$ cat config.mk
export PLATFORM = sky130hd
export DESIGN_NAME = std_div_issue
export DESIGN_NICKNAME = d
export VERILOG_FILES = /design/src/rtl/std_div_issue.sv
export SDC_FILE = /design/constraint.sdc
export NUM_CORES = 1
export LEC_CHECK = 0
export ABC_AREA = 1
export CORE_UTILIZATION = 48
export DETAILED_ROUTE_END_ITERATION = 8
export HOLD_SLACK_MARGIN = 0.1
export MAX_ROUTING_LAYER = met4
export PLACE_DENSITY = 0.87
export SETUP_SLACK_MARGIN = 0.2
export SLEW_MARGIN = 15
export SYNTH_ARGS = -nofsm -noshare
export SYNTH_HDL_FRONTEND = slang
export SYNTH_SLANG_ARGS = --single-unit
$ cat constraint.sdc
create_clock -name clk -period 4.25 [get_ports clk]
set_clock_uncertainty 0.1 [all_clocks]
set_input_delay 1.0625 -clock clk [delete_from_list [all_inputs] [get_ports clk]]
set_output_delay 1.0625 -clock clk [all_outputs]
set_load 0.01 [all_outputs]
$ cat src/rtl/std_div_issue.sv
// Operand FIFO and go/done issue controller in front of an iterative divider.
// Optional STD_DIV_ZERO_BYPASS_EN answers zero divisors locally instead of issuing them.
module std_div_issue #(
    parameter int unsigned WIDTH   = 32,
    parameter int unsigned DEPTH   = 4,
    parameter int unsigned TIMEOUT = 64
) (
    input  logic             clk,
    input  logic             reset_n,
    input  logic             in_valid,
    output logic             in_ready,
    input  logic [WIDTH-1:0] in_left,
    input  logic [WIDTH-1:0] in_right,
    output logic             unit_go,
    output logic [WIDTH-1:0] unit_left,
    output logic [WIDTH-1:0] unit_right,
    input  logic             unit_done,
    input  logic [WIDTH-1:0] unit_quotient,
    input  logic [WIDTH-1:0] unit_remainder,
    output logic             out_valid,
    input  logic             out_ready,
    output logic [WIDTH-1:0] out_quotient,
    output logic [WIDTH-1:0] out_remainder,
    output logic             err_timeout
);

    localparam int unsigned AW = (DEPTH > 1) ? $clog2(DEPTH) : 1;
    localparam int unsigned CW = AW + 1;
    localparam int unsigned TW = $clog2(TIMEOUT + 1);

    typedef enum logic [1:0] {
        IDLE = 2'd0,
        BUSY = 2'd1,
        GAP  = 2'd2
    } state_t;

    state_t state;
    state_t state_d;

    logic [WIDTH-1:0] mem_left  [DEPTH];
    logic [WIDTH-1:0] mem_right [DEPTH];
    logic [AW-1:0]    wr_ptr;
    logic [AW-1:0]    rd_ptr;
    logic [CW-1:0]    count;
    logic             push;
    logic             pop;
    logic             empty;
    logic             full;
    logic             slot_free;

    logic [TW-1:0]    wd_cnt;
    logic [TW-1:0]    wd_cnt_d;
    logic             go_d;
    logic             load_op;
    logic             load_res;
    logic             set_err;
    logic             out_valid_d;
    logic [WIDTH-1:0] res_q_d;
    logic [WIDTH-1:0] res_r_d;

    assign full      = (count == CW'(DEPTH));
    assign empty     = (count == '0);
    assign in_ready  = !full;
    assign push      = in_valid && !full;
    assign slot_free = !out_valid || out_ready;

    always_ff @(posedge clk or negedge reset_n) begin
        if (!reset_n) begin
            state <= IDLE;
        end else begin
            state <= state_d;
        end
    end

    // Next state, pop decision and next values of the registered outputs.
    always_comb begin
        state_d  = state;
        pop      = 1'b0;
        go_d     = unit_go;
        load_op  = 1'b0;
        load_res = 1'b0;
        set_err  = 1'b0;
        wd_cnt_d = wd_cnt;
        res_q_d  = unit_quotient;
        res_r_d  = unit_remainder;
        unique case (state)
            IDLE: begin
                if (!empty && slot_free) begin
                    pop = 1'b1;
`ifdef STD_DIV_ZERO_BYPASS_EN
                    if (mem_right[rd_ptr] == '0) begin
                        load_res = 1'b1;
                        res_q_d  = '1;
                        res_r_d  = mem_left[rd_ptr];
                        state_d  = GAP;
                    end else begin
                        load_op  = 1'b1;
                        go_d     = 1'b1;
                        wd_cnt_d = '0;
                        state_d  = BUSY;
                    end
`else
                    load_op  = 1'b1;
                    go_d     = 1'b1;
                    wd_cnt_d = '0;
                    state_d  = BUSY;
`endif
                end
            end
            BUSY: begin
                if (unit_done) begin
                    load_res = 1'b1;
                    go_d     = 1'b0;
                    state_d  = GAP;
                end else if (wd_cnt == TW'(TIMEOUT - 1)) begin
                    set_err = 1'b1;
                    go_d    = 1'b0;
                    state_d = GAP;
                end else begin
                    wd_cnt_d = wd_cnt + TW'(1);
                end
            end
            GAP: begin
                state_d = IDLE;
            end
            default: begin
                state_d = IDLE;
            end
        endcase
        out_valid_d = load_res ? 1'b1 : (out_valid && !out_ready);
    end

    // FIFO storage; contents need no reset since count gates every read.
    always_ff @(posedge clk) begin
        if (push) begin
            mem_left[wr_ptr]  <= in_left;
            mem_right[wr_ptr] <= in_right;
        end
    end

    always_ff @(posedge clk or negedge reset_n) begin
        if (!reset_n) begin
            wr_ptr <= '0;
            rd_ptr <= '0;
            count  <= '0;
        end else begin
            if (push) begin
                wr_ptr <= wr_ptr + AW'(1);
            end
            if (pop) begin
                rd_ptr <= rd_ptr + AW'(1);
            end
            unique case ({push, pop})
                2'b10:   count <= count + CW'(1);
                2'b01:   count <= count - CW'(1);
                default: count <= count;
            endcase
        end
    end

    always_ff @(posedge clk or negedge reset_n) begin
        if (!reset_n) begin
            unit_go       <= 1'b0;
            unit_left     <= '0;
            unit_right    <= '0;
            wd_cnt        <= '0;
            out_valid     <= 1'b0;
            out_quotient  <= '0;
            out_remainder <= '0;
            err_timeout   <= 1'b0;
        end else begin
            unit_go   <= go_d;
            wd_cnt    <= wd_cnt_d;
            out_valid <= out_valid_d;
            if (load_op) begin
                unit_left  <= mem_left[rd_ptr];
                unit_right <= mem_right[rd_ptr];
            end
            if (load_res) begin
                out_quotient  <= res_q_d;
                out_remainder <= res_r_d;
            end
            if (set_err) begin
                err_timeout <= 1'b1;
            end
        end
    end

endmodule

======== Word level (Yosys, flattened, before mapping) ========
Memories as Yosys holds them, arrays and structs flattened. A register that Yosys moved wholly into a read port is not among the register bits.
Cells that the tools add are included.
word-level totals
  bits in registers ....................... 83
  memory bits (writable) .................. 256
  input bits .............................. 133
  output and inout bits ................... 132
  logic and storage cells ................. 66
  memories ................................ 2
memory list
  name       depth  bits a word  rd ports  clocked after memory_dff  write ports  RTL line  text
  mem_left   4      32           1         1                         1            40        logic [WIDTH-1:0] mem_left [DEPTH];
  mem_right  4      32           1         1                         1            41        logic [WIDTH-1:0] mem_right [DEPTH];
operators by class
  add/subtract/negate cells ............... 5
  equal/unequal tests ..................... 9
  muxes and demuxes ....................... 23
  reduce and logical (&&, ||, !) cells .... 17
operator list
  operator                                           count
  2-to-1 mux 7 bit                                   3
  one-hot mux 7 bit (2 select lines)                 1
  2-to-1 mux 1 bit                                   13
  adder 7 x 1 -> 7 bit (second input constant)       1
  == test 7 x 6 -> 1 bit (second input constant)     1
  zero test 1 bit                                    6
  2-to-1 mux 2 bit                                   3
  != test 2 bit (second input constant)              3
  one-hot mux 3 bit (2 select lines)                 1
  adder 2 x 1 -> 2 bit (second input constant)       2
  == test 2 x 1 -> 1 bit (second input constant)     2
  one-hot mux 2 bit (2 select lines)                 1
  AND reduction 4 bit                                1
  nonzero test 2 bit                                 2
  adder 3 x 1 -> 3 bit (second input constant)       1
  == test 3 bit (second input constant)              1
  logical AND 1 bit                                  3
  zero test 3 bit                                    1
  != test 3 bit (second input constant)              1
  AND reduction 3 bit                                1
  subtractor 3 x 1 -> 3 bit (second input constant)  1
  == test 2 bit (second input constant)              1
  zero test 2 bit                                    1
  one-hot mux 1 bit (2 select lines)                 1
  2 further kinds                                    2

======== Logic depth before layout (Yosys ltp) ========
Gate-level depths: netlist of the first run.
  depth in word-level cells ............... 7
  mapped depth ............................ 10
  gate-level depth less buffers ........... 9

======== Worst setup path before layout of the first run ========
OpenSTA, ideal clock, no wires.
  path type ............................... input-to-reg
  from .................................... in in_valid
  to ...................................... mem mem_left[0][0], enable pin
  setup time .............................. 487 ps
  data arrival time ....................... 3923 ps
  data required time ...................... 3663 ps
  slack ................................... -259 ps
  stages .................................. 2
  buffers on the path ..................... 0
  cell sequence ........................... nand2_1 nor2_1
on the way
  longest elaborated chain between the ends .. 3
ends and longest elaborated chain
  element                                 RTL line  text
  start, declared                         10        input logic in_valid,
  logical AND 1 bit                       64        assign push = in_valid && !full;
  2-to-1 mux 1 bit                        135       if (push) begin
  2-to-1 mux 1 bit (not written as such)  136       mem_left[wr_ptr] <= in_left;
  end, declared                           40
Every way passes these cells.

==> summary by stage, run 1 <==
Power and ir drop
The leakage power of the design is 0.00829 µW. The worst-case vdd ir drop is 0.465 mV. The areal power density over the cells is 742 nW/µm².

STA
Timing would allow up to 0.344 GHz. The number of hold-slack violations in the final timing report is 0. The final period utilization is 68.5%. The tightest hold path in the finished design has a slack of 370 ps. The final number of max-transition violations is 0.

In this run the tightest slew margin relative to its limit is 25.9%. Adding up every negative setup slack in the final design gives 0 ps. Setup violations remaining at the end of the flow were counted as 0. For the pin with the worst max-slew slack, the measured transition is 1110 ps.

The clock period minus worst slack is 2910 ps. Setup repair after global routing left no endpoint under its margin.

CTS
The TritonCTS clock tree is done. In this run the clock root is driven by a sky130_fd_sc_hd__clkbuf_16. The number of sinks on the clock net is 403. Buffers inserted to repair hold after CTS numbered 0.

The count of buffers added by post-CTS timing repair for setup is 0. The H-tree was split into 2 levels. The clock-pin slew on the worst setup and hold paths is 60 ps. The number of buffers on the longest clock path is 3.

For the worst-skew pair, the clock arrives at the later sink with an insertion delay of 520 ps. Clock tree synthesis inserted a total of 42 buffers. The quantity of gates resized following cts is 0.

Finish
The finished layout holds 2151 standard cells, fillers aside. The post-route core utilization is 63.2%. After the last flow step, the layout net total stands at 1822. The layout cell share with drive strength beyond 1 is 5.95%. Fill cells in the final layout number 2337. The post-synthesis to final-layout area growth is 28.4%.

Detailed routing
The antenna violation net count after detailed routing is 0. In this run, the number of DRC markers left after iteration 0 of detailed routing was 675. Before antenna repair, the detailed router went through 5 iterations.

For this run, design rule violations remaining after detail routing come to 0. The final routed wirelength across all metal layers is 37200 µm. In the final routed layout, each cell accounts on average for 17.3 µm. The mean number of vias per cell is 5.21. The via count is 11.2k.

Global routing
The wire length of the first global-routing pass is 58500 µm. The initial antenna violation count is 1. Global routing finished with a remaining overflow of 0. The total track usage is 23.0%. Entering global routing, the biggest net connects 107 pins. The number of global-route vias before repair was 11.5k.

Logic synthesis
The portion of the post-synthesis area used by sequential elements is 72.5%. The number of nets produced by synthesis is 1563. In this run the mean area of a mapped cell was 11.0 µm². The synthesized netlist contains 21 unique library cells. In the synthesized netlist the async set-or-reset flop fraction comes to 36.5%. The biggest area contributor in the post-synthesis netlist is sky130_fd_sc_hd__edfxtp_1. The count of flip-flops with a built-in enable after synthesis is 256. By area the synthesized netlist is led by sky130_fd_sc_hd__edfxtp_1, sky130_fd_sc_hd__dfrtp_1, sky130_fd_sc_hd__nand2_1. The gate count after technology mapping is 1423.

The most used flip-flop cell after synthesis is sky130_fd_sc_hd__edfxtp_1. The top cell type by area accounts for 49.0% of the synthesized area. Synthesis inferred 403 register bits. The cell area after technology mapping is 15700 µm². The Yosys step of the flow raised 0 warnings.

Outcome
The flow ran to the end, and the final reports show no timing, DRC or antenna violations.

Die
During I/O placement, the number of pins put on the boundary was 265. The initial cell density of the core is 49.2%. The die is 183 µm wide. In this run the core area contains 65 standard-cell rows. The die covers 33400 µm². The die is 183 µm tall. In this run the standard cell core region covers 31900 µm².

Worst setup path
In this run the register-to-register setup slack is 1340 ps. STA classifies the critical path startpoint as a flip-flop. The critical path in this run is classified as flip-flop to flip-flop. In this run the critical register-to-register path is launched from rd_ptr[0]. In this run the critical register-to-register path is captured at unit_left[16]. For the worst setup path, the data required time is 4560 ps.

In this run the worst path has a maximum fanout of 106. The worst setup path is captured at a flip-flop. Counting cells, the worst reg-to-reg path comes to 6.

The signal arrival time at the worst endpoint is 3220 ps.

Job
The tool flagged a number of max-cap violations equal to 0.

Placed design
During placement, the flow inserted port buffers numbering 264. The detailed placer's ending HPWL is 22300 µm. Including well taps, the total number of placed cells is 2073. Routability-driven placement finished with a final weighted congestion of 0.778.

Min path
The instance count along the most critical hold path is 2. The startpoint identified for the worst hold timing path is out_quotient[7]. The terminating pin of the worst hold path is out_quotient[7]. The type of the worst min-delay path is flip-flop to flip-flop.
## registers in the layout (all words and copies together), names as in the netlist, 3 cells and up
name	count
out_quotient	32
mem_left	128
out_remainder	32
count	3
unit_right	32
mem_right	128
wd_cnt	7
unit_left	32
## synthesized netlist by cell type (2+ instances only)
cell,number
sky130_fd_sc_hd__dfrtp_1,147
sky130_fd_sc_hd__o21ai_0,103
sky130_fd_sc_hd__xor2_1,4
sky130_fd_sc_hd__inv_1,20
sky130_fd_sc_hd__a21oi_1,3
sky130_fd_sc_hd__o21ai_1,27
sky130_fd_sc_hd__xnor2_1,2
sky130_fd_sc_hd__buf_1,5
sky130_fd_sc_hd__nor2_1,273
sky130_fd_sc_hd__edfxtp_1,256
sky130_fd_sc_hd__nand3_1,80
sky130_fd_sc_hd__buf_2,39
sky130_fd_sc_hd__buf_6,2
sky130_fd_sc_hd__clkbuf_1,18
sky130_fd_sc_hd__buf_4,13
sky130_fd_sc_hd__ha_1,6
sky130_fd_sc_hd__nand2_1,419
sky130_fd_sc_hd__inv_2,2
sky130_fd_sc_hd__o21bai_1,2
## worst max-delay path, cell delays in order (launching register included)
cell and delay [ps]:
sky130_fd_sc_hd__dfrtp_4 950, sky130_fd_sc_hd__clkinv_2 490, sky130_fd_sc_hd__buf_4 570, sky130_fd_sc_hd__o21ai_0 380
sky130_fd_sc_hd__nand2_1 130, sky130_fd_sc_hd__nand2_1 80, sky130_fd_sc_hd__nand2_1 60
## stage by stage
step	cell area (µm²)	setup slack (ps)	total power [µW]
floorplan	15700	-259	9010
global placement	18700	966	11100
detailed placement	18700	946	11300
CTS	20100	1300	15000
global route	20100	1150	15900
finish	20100	1340	14900
## cells in the final DEF, fill, tap and decap left out, drive strengths merged, types with 3 or more instances in the layout
cell	netlist	routed
bufinv	0	4
xor2	4	4
inv	22	21
o21ai	130	130
clkbuf	18	59
nor2	273	273
ha	6	6
edfxtp	256	256
clkdlybuf4s50	0	262
dfrtp	147	147
nand3	80	80
clkinv	0	13
buf	59	30
nand2	419	419
a21oi	3	3
## power by group
part | internal [µW] | total, µW | switching [µW]
Sequential | 5390 | 5990 | 599
Clock | 2180 | 3620 | 1440
Combinational | 2160 | 5330 | 3170
Total | 9730 | 14900 | 5210
## area by class of cell
class	count	area, µm²	area share (%)
clock inverters	18	201	1.00
flip-flops and latches	403	11400	56.5
diodes	1	2.50	0.0124
well taps	435	544	2.70
repair buffers	292	2870	14.3
inverters	22	83.8	0.416
multi-input cells	921	3880	19.3
clock buffers	59	1180	5.84
## worst max path at each step
stage,from,end,slack (ps),cells after the start
global route,rd_ptr[0],unit_left[16],1150,6
detailed placement,in_valid,mem_left[0][29],950,4
finish,rd_ptr[0],unit_left[16],1340,6
CTS,rd_ptr[0],unit_left[16],1300,6
floorplan,in_valid,mem_left[0][0],-260,2
global placement,in_valid,count[2],970,7
## layer usage
metal	global-route usage [%]	up-vias	share of wire, %
met5	-	-	0
met4	7.53	0	2.3
met2	40.9	517	51
met1	26.2	5382	39
met3	4.17	66	7.9
li1	-	5236	-
## cell families (layout without fill, tap and decap cells)
| kind of cell | count (synthesis) | after routing | share of synthesized area [%] |
|---|---|---|---|
| simple gates | 773 | 773 | 19.1 |
| flops | 403 | 403 | 72.5 |
| compound gates | 135 | 135 | 4.34 |
| buf+inv | 99 | 391 | 3.09 |
| fa+ha+maj | 7 | 7 | 0.606 |
| xor+xnor | 6 | 6 | 0.335 |
| other cells | 0 | 1 | 0 |
Power figures use the tool's default switching activity.
==> inputs of run 2 (changes only) <==
- clock period: 4.25 -> 2.6 ns (I/O delays scaled with it)
==> run 2 against run 1 <==
Net effect: via count is 0.49% lower; hold slack worse by 1.3 ps; final area is 0.12% higher; critical path depth is 5 lower; sequential cell count stayed put; final cell count is 0.23% lower; global-route usage is 0.18 points higher; sequential power is 62% higher; utilization is 0.079 points higher; routed wire length is 0.18% higher; combinational power is 67% higher; critical endpoint is now unit_left[9]; highest routed layer unchanged.
==> summary by stage, run 2 (synthesis results as in run 1) <==
Outcome
The flow ran to the end, and the final reports show no timing, DRC or antenna violations.

CTS
In this run the clock root is driven by a sky130_fd_sc_hd__clkbuf_16. The number of sinks on the clock net was 403 (unchanged). TritonCTS built the clock tree.

The source-to-sink clock delay at the later pin of the worst-skew pair was 520 ps (about the same). The count of H-tree levels built during CTS is 2 (unchanged). The number of buffers on the longest clock path was 3 (unchanged).

The number of buffers created by CTS is 40 (-4.8%). The clock-pin slew on the worst setup and hold paths was 60 ps (about the same).

Worst setup path
The worst setup path is captured at an output pin. The start-to-end type of the worst setup path is flip-flop to output pin. The count of buffer and inverter cells on the critical path is 1 (-1). The signal arrival time at the worst endpoint came to 1510 ps (-1710 ps).

The slowest library cell on the worst path is sky130_fd_sc_hd__clkdlybuf4s50_1. The critical path goes through clkdlybuf4s50_1. The highest fanout seen on the critical path is 2 (-98%). STA classifies the critical path startpoint as a flip-flop. The required time at the worst-slack endpoint is 1850 ps (-2710 ps). On the critical path the largest part of the delay comes from buffers and inverters. The delay contributed by the slowest stage of the critical path is 570 ps (-380 ps).

Detailed routing
The first-pass iteration count of the detailed router is 5 (unchanged). The via count is 11.1k (-0.49%). The DRC violation count after routing is 0 (unchanged). The mean number of vias per cell was 5.19 (-0.26%). The starting DRC count in detailed routing is 639 (-5.3%). The routed length per instance is 17.4 µm (+0.41%). The final routed wirelength across all metal layers is 37300 µm (+0.18%). The antenna violation net count after detailed routing was 0 (unchanged).

Placed design
The total of buffers placed on input and output ports was 264 (unchanged). The detailed placer's ending HPWL is 22200 µm (-0.21%). The final weighted congestion in routability-driven placement is 0.799 (+2.6%).

Global routing
The total track usage was 23.2% (+0.18 points). The initial antenna violation count is 1 (unchanged). The pin count of the biggest net entering global routing was 94 (-12%). The aggregate global routing overflow is 0 (unchanged). The number of global-route vias before repair is 11.3k (-1.5%). The wire length of the first global-routing pass came to 58300 µm (-0.38%).

Finish
The number of nets in the layout is 1819 (-0.16%). The final-layout fill cell count is 2352 (+0.64%). The library cell used most frequently in the layout, excluding fill and tap cells, is sky130_fd_sc_hd__nand2_1. The layout cell share with drive strength beyond 1 is 5.91% (-0.041 points). The area growth from synthesis to layout is 28.6%. The largest registers in the layout are mem_left: 128 flops, mem_right: 128 flops. The post-route core utilization is 63.2% (+0.079 points).

In the layout the commonest cells are sky130_fd_sc_hd__nand2_1, sky130_fd_sc_hd__nor2_1, sky130_fd_sc_hd__clkdlybuf4s50_1, sky130_fd_sc_hd__edfxtp_1, sky130_fd_sc_hd__dfrtp_1.

STA
The final setup violation count is 0 (unchanged). The final number of max-transition violations came to 0 (unchanged). Setup repair after global routing left no endpoint under its margin. The actual slew at the worst max-slew pin is 953 ps (-158 ps).

The number of hold-slack violations in the final timing report is 0 (unchanged). The max-slew headroom at the worst pin is 36.5% (+11 points). The clock period minus worst slack is 2260 ps.

The highest attainable clock frequency is 0.443 GHz. The worst path uses 86.9% of the clock period.

Power and ir drop
The worst-case vdd ir drop is 0.712 mV (+53%). The leakage power of the design was 0.00827 µW (-0.16%). The areal power density over the cells is 1200 nW/µm² (+62%). The total power was 24200 µW (+62%).

Job
The number of maximum-capacitance constraint violations was 0 (unchanged).

Die
The number of top-level pins is 265 (unchanged). The horizontal die dimension is 183 µm (unchanged). The placement row count is 65 (unchanged).

The die boundary height was 183 µm (unchanged). The initial cell density of the core is 49.2% (unchanged). The core area was 31900 µm² (unchanged).

The floorplan die area was 33400 µm² (unchanged).

Min path
The type of the worst min-delay path is flip-flop to flip-flop.
run 2: changes by cell type in the layout (fill, tap and decap cells not counted), moves of 2 or more:
cell	change
sky130_fd_sc_hd__buf_4	-12
sky130_fd_sc_hd__clkbuf_8	+6
sky130_fd_sc_hd__clkinv_4	-2
sky130_fd_sc_hd__bufinv_16	-3
sky130_fd_sc_hd__clkinv_1	-4
sky130_fd_sc_hd__clkbuf_16	-3
sky130_fd_sc_hd__buf_12	+10
run 2: layout make-up:
class | count | area [µm²] | share of cell area, %
sequential | 403 | 11400 | 56.4
multi-input combinational | 921 | 3880 | 19.2
timing repair buffer | 291 | 2990 | 14.8
clock buffer | 61 | 1180 | 5.85
tap | 435 | 544 | 2.70
clock inverter | 12 | 109 | 0.540
inverter | 22 | 83.8 | 0.416
antenna | 1 | 2.50 | 0.0124
run 2: report_power, final:
group / internal, µW / switching (µW) / leakage [µW]
Sequential: 8810 / 913 / 0.00417
Combinational: 3630 / 5260 / 0.00348
Clock: 3250 / 2320 / 0.000632
run 2: final timing paths:
kind | slack, ps | startpoint | end | cells past startpoint
min in group asynchronous | 520 | reset_n | out_remainder[22] | 2
worst min register to register | 370 | out_remainder[23] | out_remainder[23] | 2
worst min-delay path | 370 | out_remainder[23] | out_remainder[23] | 2
worst max register to register | 540 | count[1] | wd_cnt[6] | 7
max in group asynchronous | 1200 | reset_n | unit_go | 3
worst max-delay path | 340 | unit_left[9] | unit_left[9] | 1
run 2: per-stage QoR:
stage,setup TNS [ps],setup WS (ps),hold WS (ps),cells,instance area (µm²)
floorplan,-119500,-467,254,1423,15700
global placement,-180,-70.4,353,2070,18900
detailed placement,-328,-109,359,2070,18900
CTS,0,330,372,2145,20200
finish,0,341,369,2146,20200
global route,0,269,386,2146,20200
run 2: metal layers:
metal	wire length, µm	global-route usage [%]
met1	14600	26.6
met2	18400	39.6
met3	3030	4.86
met4	1220	9.78
met5	0	-
run 2: what timing repair did:
action,4_1_cts,5_1_grt
buffers inserted,1,0
gates resized for setup,1,0
endpoints found under the setup margin,1,0
endpoints found under the hold margin,31,0
hold buffers,1,0
==> inputs of run 3 (changes only) <==
- CAP_MARGIN: unset -> 20
==> results of run 3 <==
Same layout as run 2: the final DEF is identical, and so are final timing and power.
